### config.mk
export PLATFORM = sky130hd
export DESIGN_NAME = sum_accumulator
export DESIGN_NICKNAME = d
export VERILOG_FILES = /design/src/rtl/sum_pkg.sv /design/src/rtl/sum_adder_tree.sv /design/src/rtl/sum_accumulator.sv
export SDC_FILE = /design/constraint.sdc
export NUM_CORES = 2
export LEC_CHECK = 0
export CAP_MARGIN = 20
export CELL_PAD_IN_SITES_DETAIL_PLACEMENT = 2
export CELL_PAD_IN_SITES_GLOBAL_PLACEMENT = 2
export CORE_MARGIN = 2
export CORE_UTILIZATION = 40
export DETAILED_ROUTE_END_ITERATION = 10
export GPL_TIMING_DRIVEN = 0
export PLACE_DENSITY_LB_ADDON = 0.1
export SLEW_MARGIN = 10
export SYNTH_ARGS = -nofsm -noshare
export SYNTH_HDL_FRONTEND = slang
export SYNTH_HIERARCHICAL = 1
export SYNTH_SLANG_ARGS = --single-unit
### constraint.sdc
create_clock -name i_clk -period 27.2 [get_ports i_clk]
set_input_delay 8.16 -clock i_clk [delete_from_list [all_inputs] [get_ports i_clk]]
set_output_delay 8.16 -clock i_clk [all_outputs]
set_load 0.1 [all_outputs]
### src/rtl/sum_pkg.sv
// Shared defaults, width derivation and output saturation for the packet sum path.
package sum_pkg;

  localparam int N_DEF         = 32;
  localparam int IN_W_DEF      = 16;
  localparam int IN_FRAC_DEF   = 12;
  localparam int OUT_W_DEF     = 32;
  localparam int OUT_FRAC_DEF  = 26;
  localparam int MAX_BEATS_DEF = 16;

  // Wide enough for any accumulator width this block is configured with.
  localparam int WIDE_W = 128;

  typedef logic signed [WIDE_W-1:0] wide_t;

  typedef struct packed {
    logic [WIDE_W-1:0] value;
    logic              sat;
  } sat_t;

  function automatic int acc_width(input int in_w, input int shift,
                                   input int log2n, input int max_beats);
    return in_w + shift + log2n + $clog2(max_beats) + 1;
  endfunction

  function automatic sat_t sat_out(input wide_t value, input int out_w,
                                   input logic signed_mode);
    sat_t  res;
    wide_t hi;
    wide_t lo;
    if (signed_mode) begin
      hi = (wide_t'(1'b1) <<< (out_w - 1)) - wide_t'(1'b1);
      lo = -(wide_t'(1'b1) <<< (out_w - 1));
    end else begin
      hi = (wide_t'(1'b1) <<< out_w) - wide_t'(1'b1);
      lo = '0;
    end
    if (value > hi) begin
      res.value = hi;
      res.sat   = 1'b1;
    end else if (value < lo) begin
      res.value = lo;
      res.sat   = 1'b1;
    end else begin
      res.value = value;
      res.sat   = 1'b0;
    end
    return res;
  endfunction

endpackage

### src/rtl/sum_adder_tree.sv
// Pipelined pairwise adder tree: log2(N) registered stages, one bit of growth per
// stage, with valid/last travelling alongside the partial sums.
module sum_adder_tree
  import sum_pkg::*;
#(
  parameter int N = N_DEF,
  parameter int W = IN_W_DEF + OUT_FRAC_DEF - IN_FRAC_DEF,
  localparam int LOG2N = $clog2(N),
  localparam int OW = W + LOG2N
) (
  input  logic                 i_clk,
  input  logic                 i_rst,
  input  logic                 i_en,
  input  logic                 i_valid,
  input  logic                 i_last,
  input  logic [N-1:0][W-1:0]  i_data,
  output logic                 o_valid,
  output logic                 o_last,
  output logic signed [OW-1:0] o_sum
);

  for (genvar s = 0; s < LOG2N; s++) begin : g_stage
    localparam int IW = W + s;
    localparam int NO = N >> (s + 1);

    logic signed [IW-1:0] in_s [2*NO];
    logic                 in_v_s;
    logic                 in_l_s;
    logic signed [IW:0]   sum_r [NO];
    logic                 v_r;
    logic                 l_r;

    if (s == 0) begin : g_in
      for (genvar k = 0; k < N; k++) begin : g_lane
        assign in_s[k] = i_data[k];
      end
      assign in_v_s = i_valid;
      assign in_l_s = i_last;
    end else begin : g_chain
      for (genvar k = 0; k < 2*NO; k++) begin : g_node
        assign in_s[k] = g_stage[s-1].sum_r[k];
      end
      assign in_v_s = g_stage[s-1].v_r;
      assign in_l_s = g_stage[s-1].l_r;
    end

    // Pairwise sign-extended add into this stage's registers.
    always_ff @(posedge i_clk) begin
      if (i_rst) begin
        for (int k = 0; k < NO; k++) sum_r[k] <= '0;
        v_r <= 1'b0;
        l_r <= 1'b0;
      end else if (i_en) begin
        for (int k = 0; k < NO; k++) begin
          sum_r[k] <= {in_s[2*k][IW-1], in_s[2*k]} + {in_s[2*k+1][IW-1], in_s[2*k+1]};
        end
        v_r <= in_v_s;
        l_r <= in_l_s;
      end
    end
  end

  assign o_sum   = g_stage[LOG2N-1].sum_r[0];
  assign o_valid = g_stage[LOG2N-1].v_r;
  assign o_last  = g_stage[LOG2N-1].l_r;

endmodule

### src/rtl/sum_accumulator.sv
// Multi-beat packet summer: aligns lanes to the output format, reduces them through
// the adder tree, accumulates beats until last (or MAX_BEATS) and saturates.
module sum_accumulator
  import sum_pkg::*;
#(
  parameter int N           = N_DEF,
  parameter int IN_W        = IN_W_DEF,
  parameter int IN_FRAC     = IN_FRAC_DEF,
  parameter int OUT_W       = OUT_W_DEF,
  parameter int OUT_FRAC    = OUT_FRAC_DEF,
  parameter bit SIGNED_MODE = 1'b0,
  parameter int MAX_BEATS   = MAX_BEATS_DEF
) (
  input  logic                   i_clk,
  input  logic                   i_rst,
  input  logic                   i_valid,
  output logic                   o_ready,
  input  logic [N-1:0][IN_W-1:0] i_data,
  input  logic                   i_last,
  output logic                   o_valid,
  input  logic                   i_ready,
  output logic [OUT_W-1:0]       o_sum,
  output logic                   o_sat,
  output logic                   o_overrun
);

  localparam int LOG2N     = $clog2(N);
  localparam int SHIFT     = OUT_FRAC - IN_FRAC;
  localparam int TREE_IN_W = IN_W + SHIFT;
  localparam int TREE_W    = TREE_IN_W + LOG2N;
  localparam int ACC_W     = acc_width(IN_W, SHIFT, LOG2N, MAX_BEATS);
  localparam int CNT_W     = (MAX_BEATS > 1) ? $clog2(MAX_BEATS) : 1;

  logic                           en_s;
  logic [N-1:0][TREE_IN_W-1:0]    lanes_s;
  logic                           tree_vld_s;
  logic                           tree_last_s;
  logic signed [TREE_W-1:0]       tree_sum_s;
  logic signed [ACC_W-1:0]        acc_r;
  logic signed [ACC_W-1:0]        sum_s;
  logic [CNT_W-1:0]               cnt_r;
  logic                           close_s;
  sat_t                           sat_s;
  logic                           unused_s;

  // The whole pipeline freezes only while a result is waiting on downstream.
  assign en_s    = !(o_valid && !i_ready);
  assign o_ready = en_s;

  // Align each lane to the output fraction; unsigned mode drops negative lanes.
  always_comb begin
    lanes_s = '0;
    for (int k = 0; k < N; k++) begin
      if ((SIGNED_MODE == 1'b0) && i_data[k][IN_W-1]) begin
        lanes_s[k] = '0;
      end else begin
        lanes_s[k] = TREE_IN_W'($signed(i_data[k])) << SHIFT;
      end
    end
  end

  sum_adder_tree #(
    .N (N),
    .W (TREE_IN_W)
  ) u_tree (
    .i_clk   (i_clk),
    .i_rst   (i_rst),
    .i_en    (en_s),
    .i_valid (i_valid),
    .i_last  (i_last),
    .i_data  (lanes_s),
    .o_valid (tree_vld_s),
    .o_last  (tree_last_s),
    .o_sum   (tree_sum_s)
  );

  assign close_s = tree_last_s || (cnt_r == CNT_W'(MAX_BEATS - 1));

  // Running packet total including the beat now leaving the tree, and its saturated form.
  always_comb begin
    sum_s = acc_r + ACC_W'(tree_sum_s);
    sat_s = sat_out(wide_t'(sum_s), OUT_W, SIGNED_MODE);
  end

  assign unused_s = ^sat_s.value[WIDE_W-1:OUT_W];

  // Accumulate beats; on packet close publish the saturated sum and restart.
  always_ff @(posedge i_clk) begin
    if (i_rst) begin
      acc_r     <= '0;
      cnt_r     <= '0;
      o_valid   <= 1'b0;
      o_sum     <= '0;
      o_sat     <= 1'b0;
      o_overrun <= 1'b0;
    end else if (en_s) begin
      o_valid <= 1'b0;
      if (tree_vld_s) begin
        if (close_s) begin
          o_sum     <= sat_s.value[OUT_W-1:0];
          o_sat     <= sat_s.sat;
          o_overrun <= !tree_last_s;
          o_valid   <= 1'b1;
          acc_r     <= '0;
          cnt_r     <= '0;
        end else begin
          acc_r <= sum_s;
          cnt_r <= cnt_r + CNT_W'(1'b1);
        end
      end
    end
  end

endmodule

==> reports/results.tsv <==
stage	metric	value	unit
die	die_w	477	um
clock_tree	clock-sinks	1076	
power_and_ir_drop	p_leak	48.1	nW
worst_setup_path	cp_top_family	buffers and inverters	
power_and_ir_drop	powerDensity	61.5	mW/mm^2
place	dpl_cell_area	0.101	sq mm
clock_tree	cts_tree	built	
logic_synthesis	ys_types	109	
cells_and_area	stdcell_count	14000	
cells_and_area	postLayoutCellArea	0.106	sq mm
worst_setup_path	arrival	10.83	ns
worst_setup_path	r2r_setup_slack	22.57	ns
cells_and_area	register_area	0.0314	sq mm
sta	whs	0.484	ns
grt	grt_pass1_vias	86800	
logic_synthesis	synthArstFlopShare	0	%
routing	wirelength	335000	um
grt	grt.overflow.total	0	
place	io_buffers	552	
outcome	status	completed	
logic_synthesis	yosys.area.top_type	edfxtp_1	
sta	clock_skew	0.0264	ns
sta	slew-limit-headroom	18.8	%
cells_and_area	fillers	24100	
die	die_h	477	um
cells_and_area	syn2layout_area_growth	18.3	%
place	hpwl	270000	um
place	place.gp.congestion	0.906	
min_path	min_from	o_sum[31]	
cells_and_area	drive_above_1_share	3.36	%
logic_synthesis	synth_edf_count	987	
clock_tree	cts_setup_buffers	0	
die	die_area	0.227	sq mm
sta	hold_viol_final	0	
grt	grt_first_pass_wirelength	515000	um
flow_run	drv_cap	0	
clock_tree	clk_pin_slew	0.06	ns
worst_setup_path	crit_start	i_ready	
logic_synthesis	ys_warn_count	6	
routing	via_count	80000	
logic_synthesis	synth.most_common_cell	nor2_1	
clock_tree	htreeDepth	4	
min_path	holdCritPathClass	reg -> reg	
worst_setup_path	crit_top_cell	clkdlybuf4s50_1	
cells_and_area	nets	12500	
logic_synthesis	ys_ff_latch	1076	
worst_setup_path	cpMaxStageDelayCell	clkdlybuf4s50_1	
sta	slew_violations	0	
clock_tree	postCtsHoldBufs	0	
grt	grt_max_degree	65	
sta	fin_crit_sh	69.8	%
sta	worst_pin_slew	1.22	ns
routing	wl_per_cell	23.9	um
worst_setup_path	r2r-start	o_valid	
logic_synthesis	synth_commonest_cells	1270 x nor2_1, 996 x ha_1, 987 x edfxtp_1	
logic_synthesis	yosysSeqAreaShare	35.1	%
logic_synthesis	synthCells	9691	
clock_tree	clock_latency	0.80	ns
worst_setup_path	crit_buf_inv	2	
logic_synthesis	synth.cell_area	0.0894	sq mm
routing	ant_nets	0	
routing	vias_per_cell	5.71	
die	coreArea	0.222	sq mm
die	rows	173	
logic_synthesis	synth_area_leaders	edfxtp_1 33%, ha_1 14%, nor2_1 5.3%	
place	dp_cells	13800	
sta	rsz0062_at_grt	false	
logic_synthesis	synth_top_area_share	33.1	%
clock_tree	cts_inserted_buffers	135	
worst_setup_path	crit_path_start_kind	primary input	
sta	finalCriticalPeriod	18.99	ns
sta	max_freq	52.6	MHz
cells_and_area	final_util	47.6	%
worst_setup_path	critical_path_class	in -> out	
routing	dr.pass1.iters	5	
die	initial_core_util	40.2	%
grt	track_usage	28.6	%
worst_setup_path	endpoint_kind	primary output	
routing	drt_iter0_markers	4859	
worst_setup_path	worstPathCellList	clkdlybuf4s50_1 > nand2b_1 > clkdlybuf4s50_1	
routing	drc	0	
grt	grt_antenna_before_repair	22	
worst_setup_path	max_stage_delay	1.31	ns
cells_and_area	multiInputGateArea	0.0578	sq mm
sta	fin_tns_setup	0	ns
logic_synthesis	synthFlopType	edfxtp_1	
worst_setup_path	required	19.04	ns
die	pin_count	553	
sta	setup_violations	0	
clock_tree	post_cts_resized	0	
clock_tree	cts_buffer_depth	3	
logic_synthesis	avgSynthCellArea	9.23	sq um
clock_tree	clock-root-buffer	clkbuf_16	
power_and_ir_drop	ir_worst_vdd	72.4	uV
worst_setup_path	crit_fanout	8	
==> power breakdown <==
part	internal (W)	leakage [nW]	total (W)	switching (W)
sequential	0.00213	12.3	0.00233	0.000206
clock	0.00108	2.14	0.00184	0.000768
combinational	0.000879	33.6	0.00233	0.00145
==> area by class of cell <==
cell class	instances	share of cell area (%)
antenna	8	0.0189
buffer	333	1.33
clock buffer	178	3.54
clock inverter	70	0.658
inverter	206	0.731
multi-input combinational	8587	54.6
sequential	1076	29.7
tap	2975	3.52
timing repair buffer	583	5.89
==> routing by layer <==
layer / track usage [%] / vias to the layer above / share of wire (%)
met1: 37.0 / 40400 / 44
li1: - / 37700 / -
met4: 9.55 / 2 / 3.6
met5: 0 / - / 0.0021
met3: 2.48 / 403 / 3.6
met2: 50.0 / 1439 / 49
==> registers in the layout, summed over array words and instances (netlist names) <==
signal                cells
o_sat                     1
o_valid                   1
u_tree/g_stage.l_r        4
o_overrun                 1
acc_r                    40
u_tree/o_last             1
u_tree/g_stage.v_r        4
u_tree/g_stage.sum_r    987
cnt_r                     4
u_tree/o_valid            1
o_sum                    32
==> worst paths after layout <==
kind / to / depth (start not counted)
setup reg to reg: u_tree/g_stage[0].sum_r[0][1] / 8
hold / removal: o_sum[31] / 1
setup / recovery: o_ready / 3
hold reg to reg: o_sum[31] / 1
==> cells in the final DEF, fill, tap and decap left out, types with 47 or more instances in the layout <==
cell,count
nor2_1,1270
ha_1,996
edfxtp_1,987
a21oi_1,841
nor2b_1,599
a21o_1,565
clkdlybuf4s50_1,552
conb_1,512
o21ai_0,471
nand2_1,445
xnor2_1,439
xor2_1,380
clkbuf_1,321
inv_1,206
nand3_1,165
nor3_1,154
clkbuf_16,144
o21bai_1,142
nand4_1,139
and2_1,129
nand2b_1,117
o21a_1,115
a31oi_1,109
and3_1,101
a211oi_1,93
dfxtp_1,89
a221o_1,50
o31ai_1,48
o211ai_1,47
==> worst reg2reg max path: cells and delay by family (launching register included) <==
family	cells	cell delay, ns
simple gates	2	1.59
buf+inv	6	2.34
flops	1	0.31
==> kinds of logic after synthesis <==
logic type	after synthesis	share of synthesized area (%)
and+or+nand+nor	3298	18.1
adders and majority gates	1028	14.7
other	1	0.00419
xor gates and xnor gates	819	8.02
muxes	38	0.434
buffers and inverters	539	2.42
DFF	1076	35.1
AOI/OAI and AO/OA	2892	21.3
==> per-stage QoR <==
stage / setup WS (ns) / total power (W)
2_1_floorplan: 4.88 / 0.00376
3_3_place_gp: -1.34 / 0.00445
3_5_place_dp: 8.22 / 0.00455
4_1_cts: 8.21 / 0.00643
5_1_grt: 8.18 / 0.00683
6_report: 8.21 / 0.00650
Power figures use the tool's default switching activity.
